**config.mk**
```make
export PLATFORM = sky130hd
export DESIGN_NAME = id_ex
export DESIGN_NICKNAME = d
export VERILOG_FILES = /design/src/rtl/id_ex.sv
export SDC_FILE = /design/constraint.sdc
export NUM_CORES = 1
export LEC_CHECK = 0
export BUFFER_PORTS_ARGS = -buffer_cell sky130_fd_sc_hd__buf_2
export CORE_MARGIN = 3
export CORE_UTILIZATION = 40
export CTS_CLUSTER_DIAMETER = 100
export DETAILED_ROUTE_END_ITERATION = 8
export GPL_TIMING_DRIVEN = 0
export SYNTH_ARGS = -nofsm -noshare
export SYNTH_HDL_FRONTEND = slang
export SYNTH_SLANG_ARGS = --single-unit
```
**constraint.sdc**
```tcl
create_clock -name clk -period 1.7 [get_ports clk]
set_clock_uncertainty 0.1 [all_clocks]
set_input_delay 0.425 -clock clk [delete_from_list [all_inputs] [get_ports clk]]
set_output_delay 0.425 -clock clk [all_outputs]
set_load 0.02 [all_outputs]
```
**src/rtl/id_ex.sv**
```systemverilog
// ID->EX pipeline register with a valid/ready handshake, 2-entry skid buffer and flush.
// Optional ID_EX_PERF_EN adds stall/bubble performance counters.
module id_ex #(
  parameter logic [31:0] NOP_INST = 32'h0000_0013,
  parameter logic [31:0] NOP_ADDR = 32'h0000_0000
) (
  input  logic        clk,
  input  logic        rstn,
  input  logic [31:0] inst_i,
  input  logic [31:0] instaddr_i,
  input  logic [31:0] op1_i,
  input  logic [31:0] op2_i,
  input  logic        regs_wen_i,
  input  logic [4:0]  rd_addr_i,
  input  logic        id_valid_i,
  output logic        id_ready_o,
  input  logic        flush_i,
  output logic [31:0] inst_o,
  output logic [31:0] instaddr_o,
  output logic [31:0] op1_o,
  output logic [31:0] op2_o,
  output logic        regs_wen_o,
  output logic [4:0]  rd_addr_o,
  output logic        ex_valid_o,
  input  logic        ex_ready_i
`ifdef ID_EX_PERF_EN
  ,
  output logic [31:0] stall_cnt_o,
  output logic [31:0] bubble_cnt_o
`endif
);

  typedef enum logic [1:0] {
    S_EMPTY = 2'd0,
    S_BUSY  = 2'd1,
    S_FULL  = 2'd2
  } state_e;

  typedef struct packed {
    logic [31:0] inst;
    logic [31:0] instaddr;
    logic [31:0] op1;
    logic [31:0] op2;
    logic        regs_wen;
    logic [4:0]  rd_addr;
  } payload_t;

  // Empty slots hold NOP fields, so regs_wen/rd_addr are already zero when invalid.
  localparam payload_t NOP_PAYLOAD = '{
    inst:     NOP_INST,
    instaddr: NOP_ADDR,
    op1:      32'd0,
    op2:      32'd0,
    regs_wen: 1'b0,
    rd_addr:  5'd0
  };

  state_e   state_q, state_d;
  payload_t main_q, main_d;
  payload_t skid_q, skid_d;
  logic     ready_q, ready_d;
  logic     valid_q, valid_d;
  payload_t in_pl_s;
  logic     in_s;
  logic     out_s;

  assign in_pl_s = '{
    inst:     inst_i,
    instaddr: instaddr_i,
    op1:      op1_i,
    op2:      op2_i,
    regs_wen: regs_wen_i,
    rd_addr:  rd_addr_i
  };

  assign in_s  = id_valid_i & ready_q;
  assign out_s = valid_q & ex_ready_i;

  // Next-state and storage update; flush overrides every handshake.
  always_comb begin
    state_d = state_q;
    main_d  = main_q;
    skid_d  = skid_q;
    if (flush_i) begin
      state_d = S_EMPTY;
      main_d  = NOP_PAYLOAD;
      skid_d  = NOP_PAYLOAD;
    end else begin
      case (state_q)
        S_EMPTY: begin
          if (in_s) begin
            state_d = S_BUSY;
            main_d  = in_pl_s;
          end else begin
            state_d = S_EMPTY;
          end
        end
        S_BUSY: begin
          if (in_s && out_s) begin
            main_d = in_pl_s;
          end else if (in_s) begin
            state_d = S_FULL;
            skid_d  = in_pl_s;
          end else if (out_s) begin
            state_d = S_EMPTY;
            main_d  = NOP_PAYLOAD;
          end else begin
            state_d = S_BUSY;
          end
        end
        S_FULL: begin
          if (out_s) begin
            state_d = S_BUSY;
            main_d  = skid_q;
            skid_d  = NOP_PAYLOAD;
          end else begin
            state_d = S_FULL;
          end
        end
        default: begin
          state_d = S_EMPTY;
          main_d  = NOP_PAYLOAD;
          skid_d  = NOP_PAYLOAD;
        end
      endcase
    end
    ready_d = (state_d != S_FULL);
    valid_d = (state_d != S_EMPTY);
  end

  // State, payload and handshake flags.
  always_ff @(posedge clk or negedge rstn) begin
    if (!rstn) begin
      state_q <= S_EMPTY;
      main_q  <= NOP_PAYLOAD;
      skid_q  <= NOP_PAYLOAD;
      ready_q <= 1'b1;
      valid_q <= 1'b0;
    end else begin
      state_q <= state_d;
      main_q  <= main_d;
      skid_q  <= skid_d;
      ready_q <= ready_d;
      valid_q <= valid_d;
    end
  end

  assign id_ready_o = ready_q;
  assign ex_valid_o = valid_q;
  assign inst_o     = main_q.inst;
  assign instaddr_o = main_q.instaddr;
  assign op1_o      = main_q.op1;
  assign op2_o      = main_q.op2;
  assign regs_wen_o = main_q.regs_wen;
  assign rd_addr_o  = main_q.rd_addr;

`ifdef ID_EX_PERF_EN
  logic [31:0] stall_cnt_q;
  logic [31:0] bubble_cnt_q;

  // Free-running counters; flush does not clear them and they wrap naturally.
  always_ff @(posedge clk or negedge rstn) begin
    if (!rstn) begin
      stall_cnt_q  <= 32'd0;
      bubble_cnt_q <= 32'd0;
    end else begin
      if (id_valid_i && !ready_q) begin
        stall_cnt_q <= stall_cnt_q + 32'd1;
      end else begin
        stall_cnt_q <= stall_cnt_q;
      end
      if (!valid_q) begin
        bubble_cnt_q <= bubble_cnt_q + 32'd1;
      end else begin
        bubble_cnt_q <= bubble_cnt_q;
      end
    end
  end

  assign stall_cnt_o  = stall_cnt_q;
  assign bubble_cnt_o = bubble_cnt_q;
`endif

endmodule

```
# [Word-level counts from Yosys, hierarchy flattened]
# Index checks and enable logic that the tools add are counted.
# W data, S select, Z words.
[op_classes] bitwise_logic=2 mux=17 reduce_logical=5 n_eq_ne=10
[op_table] operator="$mux W134" n=8
[op_table] operator="$pmux W134 S3" n=2
[op_table] operator="$ne A3 B3 Y1 const B" n=4
[op_table] operator="$mux W2" n=4
[op_table] operator="$ne A4 B4 Y1 const B" n=2
[op_table] operator="$reduce_and A4 Y1" n=2
[op_table] operator="$pmux W2 S3" n=1
[op_table] operator="$ne A2 B2 Y1 const B" n=2
[op_table] operator="$and A1 B1 Y1" n=2
[op_table] operator="$eq A2 B1 Y1 const B" n=1
[op_table] operator="$eq A2 B2 Y1 const B" n=1
[op_table] operator="$logic_not A2 Y1" n=1
[op_table] operator="$mux W1" n=2
[op_table] operator="$reduce_bool A2 Y1" n=1
[op_table] operator="$logic_and A1 B1 Y1" n=1
[word_totals] output_inout_bits=136 regBits=272

# [Longest topological paths before layout]
# Gate-level depths: netlist of the first run.
[logic_depth] ltp_word=7 depth_mapped=8 depth_no_buf=4

# [Least setup slack after synthesis of the first run]
# Ideal clock, no wire load.
[synth_path] kind="reg2reg" startpoint="reg valid_q, in the netlist ex_valid_o" endpoint="reg skid_q[125] in the netlist's numbering" n_path_buf=4 period_less_slack_ns=1.904 path_stages_with_launch=9 t_required_ns=1.522 arrival_ns=1.726 setup_slack_ns=-0.204 cell_sequence="dfrtp_1 -> buf_2 -> and2_1 -> buf_2 -> nor3b_4 -> buf_4 -> buf_2 -> nand2_1 -> a21oi_1"
[synth_between] elab_chain_cells=4 word_cells_on_any_way=5 classes_between="eq/ne (2); bitwise (1); reduce/logical (2)"
[synth_rtl] item="from (decl)" line_no="62" source="logic valid_q, valid_d;"
[synth_rtl] item="from (signal assigned)" line_no="144" source="valid_q <= valid_d;"
[synth_rtl] item="$and A1 B1 Y1 *" line_no="77" source="assign out_s = valid_q & ex_ready_i;"
[synth_rtl] item="$logic_and A1 B1 Y1" line_no="99" source="if (in_s && out_s) begin"
[synth_rtl] item="$ne A3 B3 Y1 (no source line)"
[synth_rtl] item="$reduce_and A4 Y1 (no source line) *"
[synth_rtl] item="to (signal assigned)" line_no="142" source="skid_q <= skid_d;"
[synth_rtl] item="to (decl)" line_no="60" source="payload_t skid_q, skid_d;"
# Every way passes the cells marked *; elsewhere a longest branch is shown, timed or not.
# A chain may end at the register's enable or synchronous reset.

# [Worst setup path after layout of the first run]
[layout_path] startpoint="reg state_q[1]" endpoint="reg skid_q[125] in the netlist's numbering"
[layout_between] elab_chain_cells=3 word_cells_on_any_way=10 classes_between="eq/ne (6); mux (2); reduce/logical (2)"
[layout_rtl] item="from (decl)" line_no="58" source="state_e state_q, state_d;"
[layout_rtl] item="from (signal assigned)" line_no="140" source="state_q <= state_d;"
[layout_rtl] item="$eq A2 B1 Y1 (tied with other cells)" line_no="89" source="case (state_q)"
[layout_rtl] item="$ne A3 B3 Y1 (no source line) (tied with other cells)"
[layout_rtl] item="$reduce_and A4 Y1 (no source line) / $mux W134 (equally long branches)"
# Several ways; a longest one is shown, not always the timed one.

==> results of run 1 <==
-- final timing paths --
check,end,cells after the start,slack (ns)
setup reg to reg,skid_q[125],8,-0.23
hold reg to reg,inst_o[0],2,0.42
max in group asynchronous,id_ready_o,3,0.42
hold / removal,instaddr_o[20],1,-0.25
setup / recovery,skid_q[125],8,-0.23
min in group clk,skid_q[7],3,0.03
-- critical path, stage by stage (launching register included) --
cell and delay, ns:
sky130_fd_sc_hd__dfrtp_2 0.42, sky130_fd_sc_hd__buf_6 0.14, sky130_fd_sc_hd__nand3b_4 0.22, sky130_fd_sc_hd__nor3b_4 0.26
sky130_fd_sc_hd__buf_6 0.17, sky130_fd_sc_hd__buf_16 0.19, sky130_fd_sc_hd__clkbuf_16 0.17, sky130_fd_sc_hd__nand2_1 0.05
sky130_fd_sc_hd__a21oi_1 0.11
-- through the flow --
step | utilization | area (um^2)
after CTS | 0.557 | 19000
after floorplan | - | 14100
after detailed placement | 0.474 | 16100
after global placement | 0.472 | 16100
after global routing | 0.592 | 20200
final | 0.593 | 20200
-- cell families (layout without fill, tap and decap cells) --
kind of cell	after synthesis	in the layout	synth area share
other	0	5	0
flip-flops	272	272	0.487
XOR/XNOR	2	2	0.00125
multiplexers	131	131	0.0936
AO/OA/AOI/OAI	547	547	0.236
AND/OR/NAND/NOR	414	414	0.128
buffers and inverters	178	560	0.0543
-- cells in the final DEF, fill, tap and decap left out, types with 68 or more instances in the layout --
| master | count |
|---|---|
| sky130_fd_sc_hd__nand2_1 | 96 |
| sky130_fd_sc_hd__buf_2 | 265 |
| sky130_fd_sc_hd__mux2i_1 | 131 |
| sky130_fd_sc_hd__a22oi_2 | 113 |
| sky130_fd_sc_hd__o22ai_1 | 77 |
| sky130_fd_sc_hd__o21ai_0 | 118 |
| sky130_fd_sc_hd__nand3_1 | 130 |
| sky130_fd_sc_hd__nor2_1 | 135 |
| sky130_fd_sc_hd__a21oi_2 | 68 |
| sky130_fd_sc_hd__dfrtp_1 | 263 |
-- timing repair --
item,CTS,global route
pin swaps,69,111
buffers inserted,32,8
setup endpoints to repair,276,280
gates resized for setup,333,257
endpoints found under the hold margin,89,89
gates cloned,13,9
-- metal layers --
metal  share of wire  up-vias
met5          0.0029        -
met4           0.025       22
met3           0.077       94
met2            0.47      495
met1            0.42     6952
li1                -     6385
-- registers in the layout, summed over array words and instances (netlist names) --
signal      cells
regs_wen_o      1
skid_q        134
state_q         2
ex_valid_o      1
rd_addr_o       5
inst_o         32
op2_o          32
instaddr_o     32
op1_o          32
id_ready_o      1
-- power by group --
group | total, mW | internal, mW | switching (mW)
registers | 7.31 | 6.98 | 0.326
clock network | 6.64 | 3.90 | 2.74
logic | 7.28 | 3.04 | 4.24
-- final cells by class --
class	instances	share of cell area
multi-input combinational	1094	0.391
sequential	272	0.338
timing repair buffer	333	0.117
buffer	173	0.0759
clock buffer	47	0.0464
tap	448	0.0278
clock inverter	7	0.00310
antenna	5	0.000620
==> out/summary.txt, run 1 <==
=========================================================================================
Upper clock frequency limit                                                       518 MHz
Hpwl dp                                                                          32800 um
Area of the mapped netlist                                                     14000 um^2
Final Hold Violating Endpoints                                                         89
Yosys top cell area share                                                           0.474
Via density                                                                          5.86
Worst reg2reg path startpoint                                                  state_q[1]
Final setup violation count                                                           268
Clock insertion delay at the later pin of the skew report                         0.55 ns
Max VDD drop                                                                       775 uV
Category of the worst setup path launch point                                   flip-flop
Power density of the placed cells                                            1050 nW/um^2
Synth cell count leaders                                                     sky130_fd_sc_hd__dfrtp_1 (265), sky130_fd_sc_hd__nor2_1 (136), sky130_fd_sc_hd__a21oi_1 (133), sky130_fd_sc_hd__nand2_1 (133), sky130_fd_sc_hd__o22ai_1 (132)
Wire length of the first global-routing pass                                     76300 um
Worst-case setup slack after placement                                          -0.946 ns
Setup TNS                                                                       -43.17 ns
Number of levels in the clock H-tree                                                    1
Area of the core                                                               34000 um^2
Cell row count                                                                         67
Number of nets with antenna violations after routing                                    0
Most area-hungry cell type in the Yosys netlist                              sky130_fd_sc_hd__dfrtp_1
Met3 usage in global routing                                                       0.0680
Vias in the first global route                                                      13.2k
Area growth syn-to-layout                                                           44.0%
All-layer global routing usage                                                      0.259
Area used by multi-input combinational logic                                    7890 um^2
Number of synthesized register bits                                                   272
Fraction of layout cells with a size suffix above 1                                 0.418
Aggregate global routing overflow                                                       0
Maximum clock path buffer count                                                         3
Most used flip-flop cell after synthesis                                     sky130_fd_sc_hd__dfrtp_1
Average wire per cell in the routed design                                        22.0 um
TritonCTS buffer count                                                                 31
Actual transition at the worst max-transition pin                                0.913 ns
Final Worst Setup Slack                                                         -0.229 ns
Synth top area cells                                                         sky130_fd_sc_hd__dfrtp_1 (47%), sky130_fd_sc_hd__mux2i_1 (9.4%), sky130_fd_sc_hd__a22oi_1 (7.0%)
Worst hold margin                                                               -0.245 ns
Crit Path Class                                                              flip-flop to flip-flop
Area occupied by registers                                                      6820 um^2
Pin count of the biggest net entering global routing                                   98
Proportion of register bits with asynchronous set or reset after synthesis           1.00
Failing checks                                                               hold timing, setup timing
Starting utilization of the core area                                               0.411
First-pass detailed-route iteration total                                               6
Final Net Count                                                                      2044
Unique cell type count in the Yosys netlist                                            35
Most numerous cell in the Yosys netlist                                      sky130_fd_sc_hd__dfrtp_1
Type of element capturing the critical path                                     flip-flop
Share of the cycle needed by the critical path after routing                         1.13
Final Routed Wirelength                                                          52200 um
Static power due to leakage                                                       8.56 nW
Most Crowded Layer GR                                                                met2
Boundary pin count                                                                    275
Die Ht                                                                             193 um
GP Congestion                                                                       0.821
Met1 usage                                                                          0.350
Start point of the critical path                                               state_q[1]
Post-Synthesis Net Count                                                             1683
Via count                                                                           13.9k
Final-layout fill cell count                                                         3037
Gate Count Post-Synth                                                                1544
Placed cell count                                                                    2266
Full die area                                                                  37300 um^2
Sequential cell area fraction in the yosys report                                   0.487
Starting DRT DRC Count                                                                829
Run status                                                                   finished with violations
Relative max-transition margin                                                      0.392
Post-route DRC violation count                                                          0
Antenna violations before repair                                                       16
Avg Synthesized Cell Area                                                       9.07 um^2
CTS clk-pin slew, worst paths                                                     0.06 ns
Time the final worst path needs with I/O delays and setup                         1.93 ns
CTS tree                                                                              yes
Synth Warn #                                                                            0
Clock sink count                                                                      272
Number of enable flip-flop cells after synthesis                                        0
Required time of the worst setup path                                             2.07 ns
Library cell used as clock root buffer                                       sky130_fd_sc_hd__clkbuf_16
Overall die width                                                                  193 um
Final Max Slew Viols                                                                    0
Critical Path AT                                                                  2.30 ns
Maximum fanout count along the critical path                                            9
RSZ-0062 raised after global routing                                                  yes
Port-buffer cells                                                                     272
Worst hold-check path type                                                   primary input to asynchronous set/reset pin
Max-cap viol count                                                                      0
Non-filler instance count after layout                                               2379
GR met2 Demand/Resource                                                             0.417
Overall power                                                                     21.2 mW
=========================================================================================
Power figures use the tool's default switching activity.
==> run 2, diff against run 1 <==
--- a/config.mk
+++ b/config.mk
@@ -5,6 +5,7 @@
 export SDC_FILE = /design/constraint.sdc
 export NUM_CORES = 1
 export LEC_CHECK = 0
+export ABC_AREA = 1
 export BUFFER_PORTS_ARGS = -buffer_cell sky130_fd_sc_hd__buf_2
 export CORE_MARGIN = 3
 export CORE_UTILIZATION = 40
==> run 2 against run 1 <==
The flow finishes with violations (setup timing). Area after synthesis hardly changed. Total power is 5.0% higher. Non-clock buffer count is 42 lower. Utilization is 3.3 points lower. Sequential share of layout area is 2.0 points higher. Hold slack better by 0.34 ns. First-iteration DRC count is 5.4% higher. Clock-buffer cell count is 3 lower. Flip-flop and latch count stayed put. Cell area is 5.5% lower. Sequential power is 9.2% higher. Setup slack better by 0.093 ns. Critical endpoint is now op2_o[10]. Largest cell class unchanged. Largest power group unchanged. Highest routed layer unchanged.
==> out/summary.txt, run 2 <==
=========================================================================================
Run status                                                                   finished with violations
Failing checks                                                               setup timing
Fraction of layout cells with a size suffix above 1                                 0.265
Starting utilization of the core area                                               0.412
Area growth syn-to-layout                                                           36.0%
Relative max-transition margin                                                      0.556
Time the final worst path needs with I/O delays and setup                         1.84 ns
Area occupied by registers                                                      6820 um^2
Vias in the first global route                                                      13.5k
Biggest register                                                                   skid_q
GP Congestion                                                                       0.817
Synth Warn #                                                                            0
Clock insertion delay at the later pin of the skew report                         0.57 ns
Static power due to leakage                                                       10.3 nW
Relative contribution of combinational cells to total power                         0.324
Upper clock frequency limit                                                       544 MHz
Most area-hungry cell type in the Yosys netlist                              sky130_fd_sc_hd__dfrtp_1
Share of the cycle needed by the critical path after routing                         1.08
Maximum fanout count along the critical path                                            6
Final Net Count                                                                      2429
Area of the mapped netlist                                                     14000 um^2
Average wire per cell in the routed design                                        16.5 um
TritonCTS buffer count                                                                 31
Area used by multi-input combinational logic                                    6870 um^2
Die Ht                                                                             193 um
Unique cell type count in the Yosys netlist                                            21
Final setup violation count                                                           254
Sequential cell area fraction in the yosys report                                   0.486
Category of the worst setup path launch point                                   flip-flop
Final Hold Violating Endpoints                                                          0
Final Routed Wirelength                                                          45700 um
Antenna violations before repair                                                        8
Max FFs per register                                                                  134
Boundary pin count                                                                    275
Setup TNS                                                                       -15.82 ns
Critical Path AT                                                                  2.24 ns
Number of levels in the clock H-tree                                                    1
Wire length of the first global-routing pass                                     71500 um
CTS clk-pin slew, worst paths                                                     0.07 ns
Most used flip-flop cell after synthesis                                     sky130_fd_sc_hd__dfrtp_1
Final Max Slew Viols                                                                    0
Post-route DRC violation count                                                          0
Most numerous cell in the Yosys netlist                                      sky130_fd_sc_hd__nand2_1
Maximum clock path buffer count                                                         3
Final-layout fill cell count                                                         3258
Pin count of the biggest net entering global routing                                   99
First-pass detailed-route iteration total                                               7
Power density of the placed cells                                            1170 nW/um^2
Synth cell count leaders                                                     sky130_fd_sc_hd__nand2_1 (1086), sky130_fd_sc_hd__nand3_1 (270), sky130_fd_sc_hd__dfrtp_1 (265)
Aggregate global routing overflow                                                       0
Number of synthesized register bits                                                   272
Post-Synthesis Net Count                                                             2072
Required time of the worst setup path                                             2.11 ns
Full die area                                                                  37300 um^2
Placed cell count                                                                    2657
Share of total power in the clock network                                           0.318
Via density                                                                          4.99
Area of the core                                                               34000 um^2
Cell row count                                                                         67
Max VDD drop                                                                       779 uV
Avg Synthesized Cell Area                                                       7.25 um^2
Sw frac                                                                             0.346
Number of nets with antenna violations after routing                                    0
Proportion of register bits with asynchronous set or reset after synthesis           1.00
Final Worst Setup Slack                                                         -0.137 ns
Net switching power figure                                                        7.71 mW
Library cell used as clock root buffer                                       sky130_fd_sc_hd__clkbuf_16
All-layer global routing usage                                                      0.238
Gate Count Post-Synth                                                                1933
Yosys top cell area share                                                           0.473
Most common cell after layout, fill and taps aside                           sky130_fd_sc_hd__nand2_1
Part of the total power dissipated in sequential elements                           0.358
Number of enable flip-flop cells after synthesis                                        0
Crit Path Class                                                              flip-flop to flip-flop
Overall power                                                                     22.3 mW
Non-filler instance count after layout                                               2766
Worst hold-check path type                                                   primary input to flip-flop
Starting DRT DRC Count                                                                874
Overall die width                                                                  193 um
Max-cap viol count                                                                      0
Actual transition at the worst max-transition pin                                0.665 ns
Synth top area cells                                                         sky130_fd_sc_hd__dfrtp_1 (47%), sky130_fd_sc_hd__nand2_1 (29%), sky130_fd_sc_hd__nand3_1 (9.6%)
Hpwl dp                                                                          30400 um
Clock sink count                                                                      272
CTS tree                                                                              yes
Via count                                                                           13.8k
Type of element capturing the critical path                                     flip-flop
Port-buffer cells                                                                     274
Internal power                                                                    14.6 mW
RSZ-0062 raised after global routing                                                  yes
Commonest non-fill, non-tap cells in the layout                              sky130_fd_sc_hd__nand2_1 (1014), sky130_fd_sc_hd__buf_2 (277), sky130_fd_sc_hd__nand3_1 (269), sky130_fd_sc_hd__dfrtp_1 (263), sky130_fd_sc_hd__nand3b_1 (131)
=========================================================================================
run 2: cell count changes after synthesis, sizes merged, moves of 130 or more:
cell    delta
a22oi    -131
mux2i    -131
nand2    +954
nand3    +140
o22ai    -133
nand3b   +130
a21oi    -132
run 2: worst max-delay path, cell delays in order (launching register included):
cell	delay, ns
sky130_fd_sc_hd__dfrtp_2	0.51
sky130_fd_sc_hd__inv_4	0.10
sky130_fd_sc_hd__nand2_4	0.12
sky130_fd_sc_hd__nand2_4	0.06
sky130_fd_sc_hd__nand2_4	0.09
sky130_fd_sc_hd__nand2_8	0.08
sky130_fd_sc_hd__nor2_4	0.13
sky130_fd_sc_hd__buf_6	0.15
sky130_fd_sc_hd__buf_12	0.16
sky130_fd_sc_hd__clkbuf_16	0.16
sky130_fd_sc_hd__nand2_1	0.04
sky130_fd_sc_hd__nand2_1	0.05
run 2: power by group through the flow:
stage | Sequential, mW | Clock (mW) | Combinational, mW
CTS | 7.97 | 7.24 | 6.94
detailed placement | 8.05 | 0 | 5.66
floorplan | 8.74 | 0 | 2.77
global placement | 8.04 | 0 | 5.57
finish | 7.98 | 7.08 | 7.23
global route | 8.10 | 7.49 | 7.93
run 2: logic make-up after synthesis:
kind of cell           synth area share
AO/OA/AOI/OAI                   0.00268
flip-flops                        0.486
AND/OR/NAND/NOR                   0.464
buffers and inverters            0.0472
run 2: stage by stage:
| stage | setup WS (ns) | utilization | hold WS [ns] | area [um^2] |
|---|---|---|---|---|
| after floorplan | 0.00132 | - | 0.0294 | 14000 |
| after global placement | -5.17 | 0.469 | 0.349 | 16000 |
| after detailed placement | -0.941 | 0.471 | 0.355 | 16000 |
| after CTS | -0.115 | 0.548 | 0.0552 | 18600 |
| after global routing | -0.185 | 0.560 | 0.0747 | 19100 |
| final | -0.137 | 0.560 | 0.0911 | 19100 |
run 2: final timing paths:
path                       slack, ns           to   startpoint  cells after the start
hold reg to reg                 0.36  skid_q[103]  skid_q[103]                      2
setup reg to reg               -0.14    op2_o[10]   state_q[0]                     11
min in group asynchronous       0.34    op1_o[15]         rstn                      2
max in group asynchronous       0.18  skid_q[132]         rstn                      3
hold / removal                  0.09  skid_q[106]    inst_i[4]                      4
setup / recovery               -0.14    op2_o[10]   state_q[0]                     11
run 2: per-layer routing:
layer,up-vias,global-route usage,share of wire
li1,6862,-,-
met1,6450,0.322,0.44
met2,410,0.388,0.46
met3,79,0.0495,0.071
met4,12,0.0682,0.028
met5,-,0,0.0015
run 2: layout make-up:
class	count	area share
multi-input combinational	1511	0.360
sequential	272	0.358
timing repair buffer	327	0.118
buffer	137	0.0746
clock buffer	44	0.0475
tap	448	0.0294
clock inverter	14	0.00913
inverter	10	0.00230
antenna	3	0.000394
run 2: what timing repair did:
action,in CTS,in global routing
endpoints found under the setup margin,272,277
hold buffers,1,0
setup buffers,30,5
pin swaps,9,16
cloned,9,7
gates resized for setup,327,75
endpoints found under the hold margin,78,0
